### config.mk
export PLATFORM = sky130hd
export DESIGN_NAME = timer_arbiter
export DESIGN_NICKNAME = d
export VERILOG_FILES = /design/src/rtl/timer_arbiter.sv
export SDC_FILE = /design/constraint.sdc
export NUM_CORES = 1
export LEC_CHECK = 0
export BUFFER_PORTS_ARGS = -buffer_cell sky130_fd_sc_hd__buf_2
export CORE_AREA = 2 2 47 49
export DETAILED_ROUTE_END_ITERATION = 8
export DIE_AREA = 0 0 49 51
export GPL_ROUTABILITY_DRIVEN = 0
export HOLD_SLACK_MARGIN = 0.12
export MAX_ROUTING_LAYER = met4
export PLACE_DENSITY = 0.75
export SETUP_SLACK_MARGIN = 0.05
export SLEW_MARGIN = 20
export SYNTH_ARGS = -nofsm -noshare
export SYNTH_HDL_FRONTEND = slang
export SYNTH_SLANG_ARGS = --single-unit
export TNS_END_PERCENT = 5
### constraint.sdc
create_clock -name clk -period 2 [get_ports clk]
set_clock_uncertainty 0.1 [all_clocks]
set_input_delay 0.3 -clock clk [delete_from_list [all_inputs] [get_ports clk]]
set_output_delay 0.3 -clock clk [all_outputs]
set_load 0.005 [all_outputs]
### src/rtl/timer_arbiter.sv
// Round-robin arbiter sharing one seconds countdown between NREQ requesters.
// Fetches the owner's interval from the parameter table, counts 1 Hz ticks, pulses done.
module timer_arbiter #(
    parameter int unsigned NREQ = 2,
    parameter int unsigned AW   = 2,
    parameter int unsigned TW   = 4
) (
    input  logic               clk,
    input  logic               sys_reset,
    input  logic [NREQ-1:0]    req,
    input  logic [NREQ*AW-1:0] req_interval,
    output logic [AW-1:0]      interval_address,
    input  logic [TW-1:0]      time_value,
    input  logic               one_hz_enable,
    output logic               divider_reset,
    output logic [NREQ-1:0]    grant,
    output logic [NREQ-1:0]    done,
    output logic               busy,
    output logic [TW-1:0]      remaining
);

    localparam int unsigned IW = (NREQ > 1) ? $clog2(NREQ) : 1;

    typedef enum logic [2:0] {StIdle, StFetch, StLoad, StCount, StDone} state_e;

    state_e          state_q, state_d;
    logic [NREQ-1:0] grant_q, grant_d;
    logic [NREQ-1:0] done_q, done_d;
    logic            busy_q, busy_d;
    logic [TW-1:0]   remaining_q, remaining_d;
    logic [AW-1:0]   addr_q, addr_d;
    logic            div_rst_q, div_rst_d;
    logic [IW-1:0]   last_q, last_d;
    logic [IW-1:0]   owner_q, owner_d;

    logic [IW-1:0]   pick;
    logic            pick_valid;
    logic            owner_req;

    // First pending request scanning upward from the slot after the last owner.
    always_comb begin
        pick       = '0;
        pick_valid = 1'b0;
        for (int i = 1; i <= int'(NREQ); i++) begin
            if (!pick_valid && req[(int'(last_q) + i) % int'(NREQ)]) begin
                pick_valid = 1'b1;
                pick       = IW'((int'(last_q) + i) % int'(NREQ));
            end
        end
    end

    assign owner_req = req[owner_q];

    always_comb begin
        state_d     = state_q;
        grant_d     = grant_q;
        done_d      = '0;
        busy_d      = busy_q;
        remaining_d = remaining_q;
        addr_d      = addr_q;
        div_rst_d   = 1'b0;
        last_d      = last_q;
        owner_d     = owner_q;

        unique case (state_q)
            StIdle: begin
                if (pick_valid) begin
                    for (int i = 0; i < int'(NREQ); i++) begin
                        grant_d[i] = (pick == IW'(i));
                        if (pick == IW'(i)) begin
                            addr_d = req_interval[i*int'(AW) +: AW];
                        end
                    end
                    owner_d = pick;
                    busy_d  = 1'b1;
                    state_d = StFetch;
                end
            end
            StFetch, StLoad, StCount: begin
                if (!owner_req) begin
                    // Abort: release silently, but still rotate priority past this owner.
                    state_d     = StIdle;
                    grant_d     = '0;
                    busy_d      = 1'b0;
                    remaining_d = '0;
                    last_d      = owner_q;
                end else if (state_q == StFetch) begin
                    state_d   = StLoad;
                    div_rst_d = 1'b1;
                end else if (state_q == StLoad) begin
                    remaining_d = time_value;
                    state_d     = StCount;
                    if (time_value == '0) begin
                        state_d = StDone;
                        done_d  = grant_q;
                        grant_d = '0;
                        busy_d  = 1'b0;
                    end
                end else if (one_hz_enable) begin
                    remaining_d = remaining_q - TW'(1);
                    if (remaining_q == TW'(1)) begin
                        state_d = StDone;
                        done_d  = grant_q;
                        grant_d = '0;
                        busy_d  = 1'b0;
                    end
                end
            end
            StDone: begin
                last_d  = owner_q;
                state_d = StIdle;
            end
            default: state_d = StIdle;
        endcase
    end

    always_ff @(posedge clk or negedge sys_reset) begin
        if (!sys_reset) begin
            state_q     <= StIdle;
            grant_q     <= '0;
            done_q      <= '0;
            busy_q      <= 1'b0;
            remaining_q <= '0;
            addr_q      <= '0;
            div_rst_q   <= 1'b0;
            last_q      <= IW'(NREQ - 1);
            owner_q     <= '0;
        end else begin
            state_q     <= state_d;
            grant_q     <= grant_d;
            done_q      <= done_d;
            busy_q      <= busy_d;
            remaining_q <= remaining_d;
            addr_q      <= addr_d;
            div_rst_q   <= div_rst_d;
            last_q      <= last_d;
            owner_q     <= owner_d;
        end
    end

    assign interval_address = addr_q;
    assign divider_reset    = div_rst_q;
    assign grant            = grant_q;
    assign done             = done_q;
    assign busy             = busy_q;
    assign remaining        = remaining_q;

    grant_onehot0: assert property (@(posedge clk) disable iff (!sys_reset) $onehot0(grant_q));
    done_onehot0:  assert property (@(posedge clk) disable iff (!sys_reset) $onehot0(done_q));

endmodule

; Word level (Yosys, flattened, before mapping)
; Index checks and enable logic that the tools add are counted.
[op_classes]
order_cmp = 3
addsub = 3
bitwise_logic = 3
reduce_logical = 12
eq_ne = 15
muxes = 53
[ops]
columns = op, count
row1 = 2-bit two-way mux, 15
row2 = 1-bit two-way mux, 23
row3 = 3-bit two-way mux, 7
row4 = 4-bit two-way mux, 4
row5 = 4-bit != test (second input constant), 3
row6 = 5-bit != test (second input constant), 2
row7 = 3-bit by 2-bit == test with 1-bit output (second input constant), 2
row8 = 2-bit by 3-bit less-than comparator with 1-bit output (second input constant), 2
row9 = 2-bit != test (second input constant), 3
row10 = 3-bit one-hot mux with 2 select lines, 1
row11 = 3-bit AND reduction, 2
row12 = 6-bit AND reduction, 1
row13 = 4-bit by 1-bit == test with 1-bit output (second input constant), 1
row14 = 4-bit zero test, 1
row15 = 1-bit one-hot mux with 2 select lines, 2
row16 = 2-bit one-hot mux with 2 select lines, 1
row17 = 2-bit AND reduction, 2
row18 = 2-bit nonzero test, 2
row19 = 4-bit by 1-bit subtractor with 4-bit output (second input constant), 1
row20 = 3-bit by 1-bit == test with 1-bit output (second input constant), 1
row21 = 3-bit == test (second input constant), 1
row22 = 3-bit zero test, 1
row23 = 3-bit by 2-bit != test with 1-bit output (second input constant), 1
row24 = 3-bit != test (second input constant), 1
row25 = 7 further kinds, 9
[word_totals]
regBits = 17
wordCells = 98

; Depth between registers and ports, before layout
; Gate-level depths: netlist (run 1).
[depth]
depth_word = 12
ltp_mapped = 6
ltp_nobuf = 6

; Worst setup path after synthesis (run 1)
; Ideal clock, no wire load.
[synth_path]
path_type = register to register
startpoint = register remaining_q[1], in the netlist remaining[1]
endpoint = register grant_q[0], in the netlist grant[0]
arrival_time_ns = 1.503
slack_ns = 0.254
stages_incl_launch_ff = 7
path_buffers = 0
t_required_ns = 1.757
synth_period_minus_slack_ns = 1.746
cell_sequence = dfrtp_1 inv_1 ha_1 nor4bb_1 nand2_1 a2111oi_0 o22ai_1
[synth_via]
elab_chain_cells = 3
[synth_rtl]
columns = item, line_no
row1 = from (decl), 30  ; logic [TW-1:0] remaining_q, remaining_d;
row2 = from (signal assigned), 133  ; remaining_q <= remaining_d;
row3 = 4-bit by 1-bit == test with 1-bit output, 101  ; if (remaining_q == TW'(1)) begin
row4 = 4-bit != test (no line), n/a
row5 = 6-bit AND reduction (no line), n/a
row6 = to (signal assigned), 130  ; grant_q <= grant_d;
row7 = to (decl), 27  ; logic [NREQ-1:0] grant_q, grant_d;
; Every way passes these cells.
; A chain may end at the register's enable or synchronous reset.

; Worst setup path in the final report (run 1)
; Ends and elaborated chain as after synthesis.

==> results.md, run 1 <==
* H-tree depth at 1
* Multi-input gate area at 520 um2
* Max-slew violations at 0
* Core Footprint at 0.00206 mm2
* Critical path launch point: remaining[1]
* Site Rows at 17
* Antenna violations before repair at 0
* Vias in the first global route at 808
* Slew headroom at 0.701
* Minimum clock period at 1.76 ns
* Fin nets at 144
* Final Hold Viols at 0
* Commonest non-fill, non-tap cell in the layout: buf_2
* Layout cells sized above 1 at 0.328
* Most frequent cells in the layout: buf_2 (24), dfrtp_1 (16), o21ai_0 (10), nand2_1 (7), a21oi_1 (7)
* EDFF count, synth at 0
* Clk pin slew, worst setup/hold paths at 0.09 ns
* Async SR Flop Fraction at 1.00
* Clk sink count at 17
* Fin crit share at 0.882
* Status: complete, no violations
* Cells after Synth at 100
* Worst slack, placed at ~0.11 ns
* TritonCTS clock tree: done
* Global Route Usage Sum at 0.193
* Sequential share of power at 0.374
* Input/output buffers at 24
* Drt first pass iters at 4
* Worst-Margin Slew at 0.444 ns
* Die span in x at 49 um
* Max cap viols at 0
* Largest net degree at the start of global routing at 18
* DR WL/cell at ~13 um
* Crit Path Class: register to register
* Worst vdd ir at 0.755 mV
* Antenna Nets Post-Route at 0
* Dpl cells at 151
* Int Pwr at 960 uW
* Synth warn at 0
* Initial DRC count at 7
* Leak at 0.000561 uW
* Critical path endpoint category: register
* Post-route DRC at 0
* Die Height at 51 um
* Root Buffer: clkbuf_4
* Final instance count without filler cells at 156
* Sequential area share after synthesis at 0.439
* Top cells by area, synth: dfrtp_1 (41%), o21ai_0 (5.1%), mux2i_1 (4.1%), a21oi_1 (3.6%), dfstp_2 (2.7%)
* Final setup TNS at 0 ns
* Via count of the routed design at 842
* Hold path start: req_interval[1]
* Reg2reg start: remaining[1]
* Max Fanout on Critical Path at 5
* Io pins at 25
* Switch Pwr at between 600 and 700 uW
* Comb power frac at 0.509
* Largest area contributor in the netlist: dfrtp_1
* Syn nets at 115
* Fillcell total at 191
* Initial Utilization at 0.471
* Crit start category: register
* Routed WL at 2090 um
* Worst min-delay path class: input pin to register
* Via/cell ratio at 5.40
* Synth cell types at 40
* Ant. Diodes at 0
* Synthesis-stage register bit count at 17
* Post-synth top area share at 0.412
* Most used flip-flop cell after synthesis: dfrtp_1
* Register Area at roughly 430 um2
* GR Overflow Total at 0
* Worst endpoint data arrival time at 1.84 ns
* Final worst setup slack at 0.235 ns
* Final setup viols at 0
* Area growth, synth to finish at 22.1%
* P per Cell Area at 1340 mW/mm2
* RSZ-0062 raised after global routing: no
* CTS Buffer Depth at 2
* Skew-Pair Late Insertion Delay at 0.29 ns
* Synthesized cell area at just under 0.001 mm2
* Switching portion of total power at 0.394
* Global-route wire length before repair at 3490 um
* DIE AREA at 0.00250 mm2
* Req. time, crit path at 2.07 ns
* Dpl hpwl at 1540 um
* TritonCTS Buffers at 3
* WHS at 0.190 ns
* Synth Area per Inst at approximately 9.7 um2
* F_max at 567 MHz
* Clock share of power at 0.117
area by class of cell:
class / count / share of cell area
multi-input cells: 74 / 0.438
flip-flops and latches: 17 / 0.359
repair buffers: 30 / 0.141
well taps: 28 / 0.0295
clock buffers: 4 / 0.0221
inverters: 3 / 0.00948
final timing paths:
path	endpoint	slack, ns	cells past startpoint
setup / recovery	grant[0]	0.24	6
hold / removal	interval_address[1]	0.19	3
setup reg to reg	grant[0]	0.24	6
hold reg to reg	interval_address[0]	0.39	2
max in group asynchronous	last_q	1.13	2
min in group asynchronous	divider_reset	0.35	2
worst max-delay path, cell delays in order (launching register included):
cell	delay, ns
dfrtp_1	0.42
inv_1	0.10
ha_1	0.15
nor4bb_4	0.29
nand2_1	0.14
a2111oi_2	0.31
o22ai_1	0.13
per-layer routing:
metal  global-route usage  routed length (um)  up-vias
met5                    -                   0        -
met4               0.0952                  38        0
met3               0.0468                 130        4
met2                0.320                1020       31
met1                0.221                 907      391
li1                     -                   -      416
state kept, by name, indices dropped and copies added, names as in the netlist:
signal,count
grant,2
last_q,1
remaining,4
state_q,3
owner_q,1
interval_address,2
divider_reset,1
busy,1
done,2
cells by family (layout without fill, tap and decap cells):
family / Yosys count / in the layout / share of synthesized area
AND/OR/NAND/NOR: 37 / 37 / 0.233
AO/OA/AOI/OAI: 28 / 28 / 0.179
flip-flops: 17 / 17 / 0.439
buffers and inverters: 9 / 37 / 0.0476
multiplexers: 7 / 7 / 0.0759
adder cells (fa/ha/maj): 2 / 2 / 0.0257
stage by stage:
stage	util	power, uW	area (um2)
6_report	0.576	1590	1190
5_1_grt	0.576	1740	1190
4_1_cts	0.565	1570	1170
3_5_place_dp	0.548	1370	1130
3_3_place_gp	0.548	1340	1130
2_1_floorplan	-	1120	972
power groups by stage:
stage | logic, uW | clock network, uW | registers (uW)
after floorplan | 536 | 0 | 585
after global placement | 762 | 0 | 582
after detailed placement | 783 | 0 | 589
after CTS | 789 | 197 | 583
after global routing | 919 | 215 | 610
final | 807 | 185 | 593
Yosys cell counts (all sizes together) (3+ instances only):
cell and n:
buf 3, nand2b 3, nor2b 3, nor3 4, o21ai 11, clkbuf 3, mux2i 4, and2 3
inv 3, mux2 3, dfrtp 16, nor2 5, nand2 7, nor4 3, a21oi 7
repair_timing:
action | CTS | global route
endpoints found under the setup margin | 0 | 3
gates resized for setup | 0 | 4
setup buffers | 0 | 0
hold endpoints to repair | 16 | 0
hold buffers | 1 | 0
Note: power is estimated with default switching activity, not from simulation.
==> inputs of run 2 (changes only) <==
ABC_AREA = 1   (was unset)
PLACE_DENSITY = 0.74   (was 0.75)
==> results.md, run 2 <==
* Status: complete, no violations
* Site Rows at 17 (unchanged)
* Crit-path leading delay family: simple AND/OR/NAND/NOR gates
* Global-route wire length before repair at 3620 um (+3.6%)
* F_max at 680 MHz (+20%)
* Worst vdd ir at 0.720 mV (-4.5%)
* Sequential area share after synthesis at 0.448 (+0.00864)
* Final worst setup slack at 0.530 ns (+0.295 ns)
* TritonCTS Buffers at 3 (unchanged)
* Drt first pass iters at 4 (unchanged)
* Clk pin slew, worst setup/hold paths at 0.10 ns (about the same)
* Final setup TNS at 0 ns (unchanged)
* Slew headroom at 0.740 (+0.0386)
* Final Hold Viols at 0 (unchanged)
* Input/output buffers at 24 (unchanged)
* Die span in x at 49 um (unchanged)
* Critical path endpoint category: register
* Top cells by area, synth: dfrtp_1 (42%), nand2_1 (16%), inv_1 (6.7%), o21ai_0 (5.2%), nor2_1 (5.1%)
* Crit Path Class: register to register
* Crit path cell chain: nor2_2 -> nand2_1 -> nor2_1 -> inv_1 -> nand3_2 -> nand2_1 -> o21ai_0
* Slowest cell on the critical path: dfrtp_1
* H-tree depth at 1 (unchanged)
* Most frequent cells in the layout: nand2_1 (41), buf_2 (24), inv_1 (17), dfrtp_1 (16), nor2_1 (13)
* Worst endpoint data arrival time at 1.57 ns (-0.27 ns)
* Leak at 0.000634 uW (+13%)
* Worst slack, placed at 0.552 ns (+0.438 ns)
* P per Cell Area at 1440 mW/mm2 (+7.8%)
* Setup bufs post-CTS at 0 (unchanged)
* Routed WL at 1970 um (-5.7%)
* Largest area contributor in the netlist: dfrtp_1
* Final setup viols at 0 (unchanged)
* Max Fanout on Critical Path at 6 (+1)
* Ant. Diodes at 0 (unchanged)
* Layout cells sized above 1 at 0.255 (-0.0733)
* Post-route DRC at 0 (unchanged)
* Req. time, crit path at 2.10 ns (+0.03 ns)
* Largest net degree at the start of global routing at 18 (unchanged)
* Syn nets at 143 (+24%)
* Max-slew violations at 0 (unchanged)
* Root Buffer: clkbuf_4
* Synthesized cell area at 953 um2 (-1.9%)
* Initial Utilization at 0.462 (-0.00910)
* Synth warn at 0 (unchanged)
* Crit path largest cell delay at 0.47 ns (+0.05 ns)
* Post-synth top area share at 0.420 (+0.00811)
* TritonCTS clock tree: done
* EDFF count, synth at 0 (unchanged)
* CTS Buffer Depth at 2 (unchanged)
* Worst-Margin Slew at 0.390 ns (-0.0537 ns)
* Minimum clock period at 1.47 ns (-0.295 ns)
* Fin nets at 173 (+20%)
* Most common cell in the netlist: nand2_1
* Area growth, synth to finish at 20.2%
* CP Buf/Inv Count at 1 (unchanged)
* Clk sink count at 17 (unchanged)
* Synth cell types at 20 (-50%)
* Crit start category: register
* Vias in the first global route at 914 (+13%)
* Cell mode on critical path: nand2_1
* Global Route Usage Sum at 0.188 (-0.00542)
* DIE AREA at 0.00250 mm2 (unchanged)
* Async SR Flop Fraction at 1.00 (unchanged)
* Skew-Pair Late Insertion Delay at 0.29 ns (about the same)
* Worst min-delay path class: input pin to register
* RSZ-0062 raised after global routing: no
* Commonest non-fill, non-tap cell in the layout: nand2_1
* Most used flip-flop cell after synthesis: dfrtp_1
* Io pins at 25 (unchanged)
* Via/cell ratio at 4.83 (-11%)
* Die Height at 51 um (unchanged)
* Post-synth top cells: nand2_1 (41), inv_1 (17), dfrtp_1 (16), nor2_1 (13), o21ai_0 (10)
* Number of flip-flops in the largest register at 4 (unchanged)
* DR WL/cell at 10.7 um (-21%)
* Antenna violations before repair at 0 (unchanged)
* Via count of the routed design at 893 (+6.1%)
* Dpl hpwl at 1640 um (+6.3%)
* Cells after Synth at 128 (+28%)
* Initial DRC count at 16 (+9)
* Core Footprint at 0.00206 mm2 (unchanged)
* Antenna Nets Post-Route at 0 (unchanged)
* GR Overflow Total at 0 (unchanged)
* Fin crit share at 0.735 (-0.147)
* Max cap viols at 0 (unchanged)
* Synth Area per Inst at 7.45 um2 (-23%)
* Synthesis-stage register bit count at 17 (unchanged)
* WHS at 0.156 ns (-0.0335 ns)
* Post-cts sizing count at 0 (unchanged)
-- run 2: cell types whose count changed in the layout (fill, tap and decap cells not counted), sizes merged, moves of 3 or more --
cell    previous run  this run
nand2              7        43
inv                3        19
nor2               5        17
nand3              1        10
a21oi              7         2
buf               29        24
mux2i              4         0
nor3               4         0
and2               3         0
mux2               3         0
nand2b             3         0
nor2b              3         0
nor4               3         0
-- run 2: what timing repair did --
item | 4_1_cts | 5_1_grt
hold buffers | 1 | 0
hold endpoints to repair | 16 | 0
endpoints found under the setup margin | 0 | 0
-- run 2: cell families after synthesis --
family          count (synthesis)  share of synthesized area
fa+ha+maj                       2                     0.0262
xor+xnor                        1                    0.00919
flops                          17                      0.448
compound gates                 15                     0.0932
simple gates                   74                      0.349
buf+inv                        19                     0.0748
-- run 2: power by group --
part / switching [uW] / internal, uW / leakage [uW]
Sequential: 99.0 / 488 / 0.000215
Combinational: 552 / 331 / 0.000401
Clock: 105 / 74.3 / 0.0000177
Total: 757 / 893 / 0.000634
-- run 2: layout make-up --
type                            count  area, um2
Sequential cell                    17        427
Clock buffer                        3       22.5
Timing Repair Buffer               25        130
Clock inverter                      1       5.00
Tap cell                           28       35.0
Inverter                           19       71.3
Multi-Input combinational cell     92        455
Fill cell                         202        917
-- run 2: through the flow --
stage               std cells  cell area, um2  utilization  total power (uW)
CTS                       185            1150        0.555              1670
finish                    185            1150        0.555              1650
global placement          180            1110        0.537              1450
floorplan                 128             953            -              1230
global route              185            1150        0.555              1840
detailed placement        180            1110        0.537              1490
-- run 2: final timing paths --
path                                  from                  end  slack [ns]  cells past startpoint
max in group asynchronous        sys_reset               last_q        1.13                      2
hold reg to reg                       busy                 busy        0.39                      2
setup / recovery                state_q[1]           state_q[1]        0.53                      7
setup reg to reg                state_q[1]           state_q[1]        0.53                      7
min in group asynchronous        sys_reset             grant[1]        0.35                      2
hold / removal             req_interval[1]  interval_address[1]        0.16                      3
-- run 2: worst min-delay path: cells and delay by family --
family | cells | cell delay (ns)
AND/OR/NAND/NOR | 1 | 0.05
buffers and inverters | 1 | 0.09
AO/OA/AOI/OAI | 1 | 0.07
-- run 2: per-layer routing --
metal / track usage / share of wire
met3: 0.0292 / 0.039
met4: 0.0429 / 0.0081
met2: 0.354 / 0.51
met5: - / 0
met1: 0.210 / 0.44
==> inputs of run 3 (changes only) <==
CORE_AREA = 2 2 49 51   (was 2 2 47 49)
DIE_AREA = 0 0 51 53   (was 0 0 49 51)
PLACE_DENSITY = 0.71   (was 0.74)
clock period = 1.3 ns   (was 2 ns; I/O delays follow)
==> results.md, run 3 (same netlist as run 2, synthesis figures left out) <==
* Crit path largest cell delay at 0.43 ns (-0.04 ns)
* Final setup viols at 12 (+12)
* Minimum clock period at 1.36 ns (-0.108 ns)
* Clk sink count at 17 (unchanged)
* Area growth, synth to finish at 42.3%
* Post-route DRC at 0 (unchanged)
* P per Cell Area at 2210 mW/mm2 (+53%)
* Worst vdd ir at 1.22 mV (+69%)
* Vias in the first global route at 960 (+5.0%)
* Critical path endpoint category: register
* H-tree depth at 1 (unchanged)
* Multi-input gate area at 523 um2 (+15%)
* Worst min-delay path class: input pin to register
* Final worst setup slack at -0.0620 ns (-0.592 ns)
* Layout cells sized above 1 at 0.405 (+0.150)
* Clk pin slew, worst setup/hold paths at 0.10 ns (about the same)
* Antenna Nets Post-Route at 0 (unchanged)
* Drt first pass iters at 4 (unchanged)
* Initial DRC count at 10 (-6)
* Setup bufs post-CTS at 0 (unchanged)
* TritonCTS clock tree: done
* Crit Path Class: register to register
* Max-slew violations at 0 (unchanged)
* Most frequent cells in the layout: nand2_1 (35), buf_2 (23), inv_1 (14), dfrtp_1 (14)
* DR WL/cell at 10.8 um (+1.4%)
* Crit-path leading delay family: flip-flops
* Io pins at 25 (unchanged)
* Commonest non-fill, non-tap cell in the layout: nand2_1
* Initial Utilization at 0.444 (-0.0183)
* Site Rows at 17 (unchanged)
* Power, Total at 3000 uW (+82%)
* Worst endpoint data arrival time at 1.46 ns (-0.11 ns)
* Slew headroom at 0.742 (+0.00200)
* GR Overflow Total at 0 (unchanged)
* Skew-Pair Late Insertion Delay at 0.29 ns (about the same)
* Via/cell ratio at 4.74 (-1.9%)
* Global-route wire length before repair at 3720 um (+2.9%)
* DIE AREA at 0.00270 mm2 (+8.2%)
* Die span in x at 51 um (+4.1%)
* Worst-Margin Slew at 0.387 ns (-0.00300 ns)
* Cell area after placement at 0.00122 mm2 (+9.7%)
* Leak at 0.000720 uW (+14%)
* Number of flip-flops in the largest register at 4 (unchanged)
* F_max at 734 MHz (+7.9%)
* Global Route Usage Sum at 0.190 (+0.00250)
* Fillcell total at 189 (-6.4%)
* Max cap viols at 0 (unchanged)
* Dpl hpwl at 1680 um (+2.3%)
* Routed WL at 2170 um (+10%)
* Largest net degree at the start of global routing at 18 (unchanged)
* TritonCTS Buffers at 3 (unchanged)
* RSZ-0062 raised after global routing: yes
* Final core utilization at 0.631 (+0.0758)
* Slowest cell on the critical path: dfrtp_1
* Fin area at 0.00136 mm2 (+18%)
* Violated checks: negative setup slack
* Crit path cell chain: inv_2 -> nand3_4 -> nand2_2 -> inv_2 -> a21oi_4 -> inv_1 -> nand2_1 -> nand2_1
* Core Footprint at 0.00215 mm2 (+4.1%)
* Root Buffer: clkbuf_4
* Req. time, crit path at 1.40 ns (-0.70 ns)
* Final Hold Viols at 0 (unchanged)
* Antenna violations before repair at 0 (unchanged)
* Via count of the routed design at 952 (+6.6%)
* Status: complete, but fails checks
* Fin crit share at 1.05 (+0.313)
* CP Buf/Inv Count at 3 (+2)
* Input/output buffers at 24 (unchanged)
* Die Height at 53 um (+3.9%)
* Register Area at 429 um2 (+0.59%)
* Ant. Diodes at 0 (unchanged)
* Crit start category: register
* Max Fanout on Critical Path at 8 (+2)
* CTS Buffer Depth at 2 (unchanged)
* Fin nets at 189 (+9.2%)
==> run 3: final cells by class <==
cell class | instances | area share
clock buffer | 3 | 0.0166
clock inverter | 1 | 0.00369
inverter | 19 | 0.0526
multi-input combinational | 92 | 0.386
sequential | 17 | 0.316
tap | 28 | 0.0258
timing repair buffer | 41 | 0.199
==> run 3: timing repair <==
item / CTS / global route
hold buffers: 5 / 0
pin swaps: 4 / 2
resized for setup: 18 / 5
endpoints found under the setup margin: 17 / 17
hold endpoints to repair: 19 / 0
==> run 3: through the flow <==
step	TNS [ns]	hold slack [ns]	std cells	setup WS, ns
detailed placement	-0.857	0.0438	192	-0.115
finish	-0.369	0.155	201	-0.0620
global route	-1.92	0.172	201	-0.186
global placement	-0.519	0.0425	192	-0.0813
floorplan	0	-0.201	128	0.0258
CTS	-0.486	0.142	201	-0.0594
==> run 3: tightest hold or removal path, cell delays in order <==
cell and delay (ns):
buf_2 0.10, nand2_1 0.05, o21ai_1 0.06, nand2_1 0.05, o21ai_1 0.05
==> run 3: final timing paths <==
kind / end / cells past startpoint / startpoint / slack (ns)
worst max register to register: remaining[3] / 8 / state_q[2] / -0.06
worst min register to register: busy / 2 / busy / 0.38
max in group asynchronous: last_q / 2 / sys_reset / 0.55
min in group asynchronous: divider_reset / 2 / sys_reset / 0.23
worst max-delay path: remaining[3] / 8 / state_q[2] / -0.06
worst min-delay path: remaining[2] / 5 / time_value[2] / 0.16
==> run 3: power breakdown <==
group	internal [uW]	total, uW	leakage, uW	switching (uW)
clock network	115	291	0.0000177	177
logic	767	1790	0.000489	1020
registers	755	914	0.000213	158
==> run 3: routing by layer <==
layer | track usage | routed length, um | up-vias
met5 | - | 0 | -
met4 | 0.0676 | 24 | 0
met3 | 0.0339 | 105 | 4
met2 | 0.344 | 1100 | 21
met1 | 0.210 | 942 | 435
li1 | - | - | 492
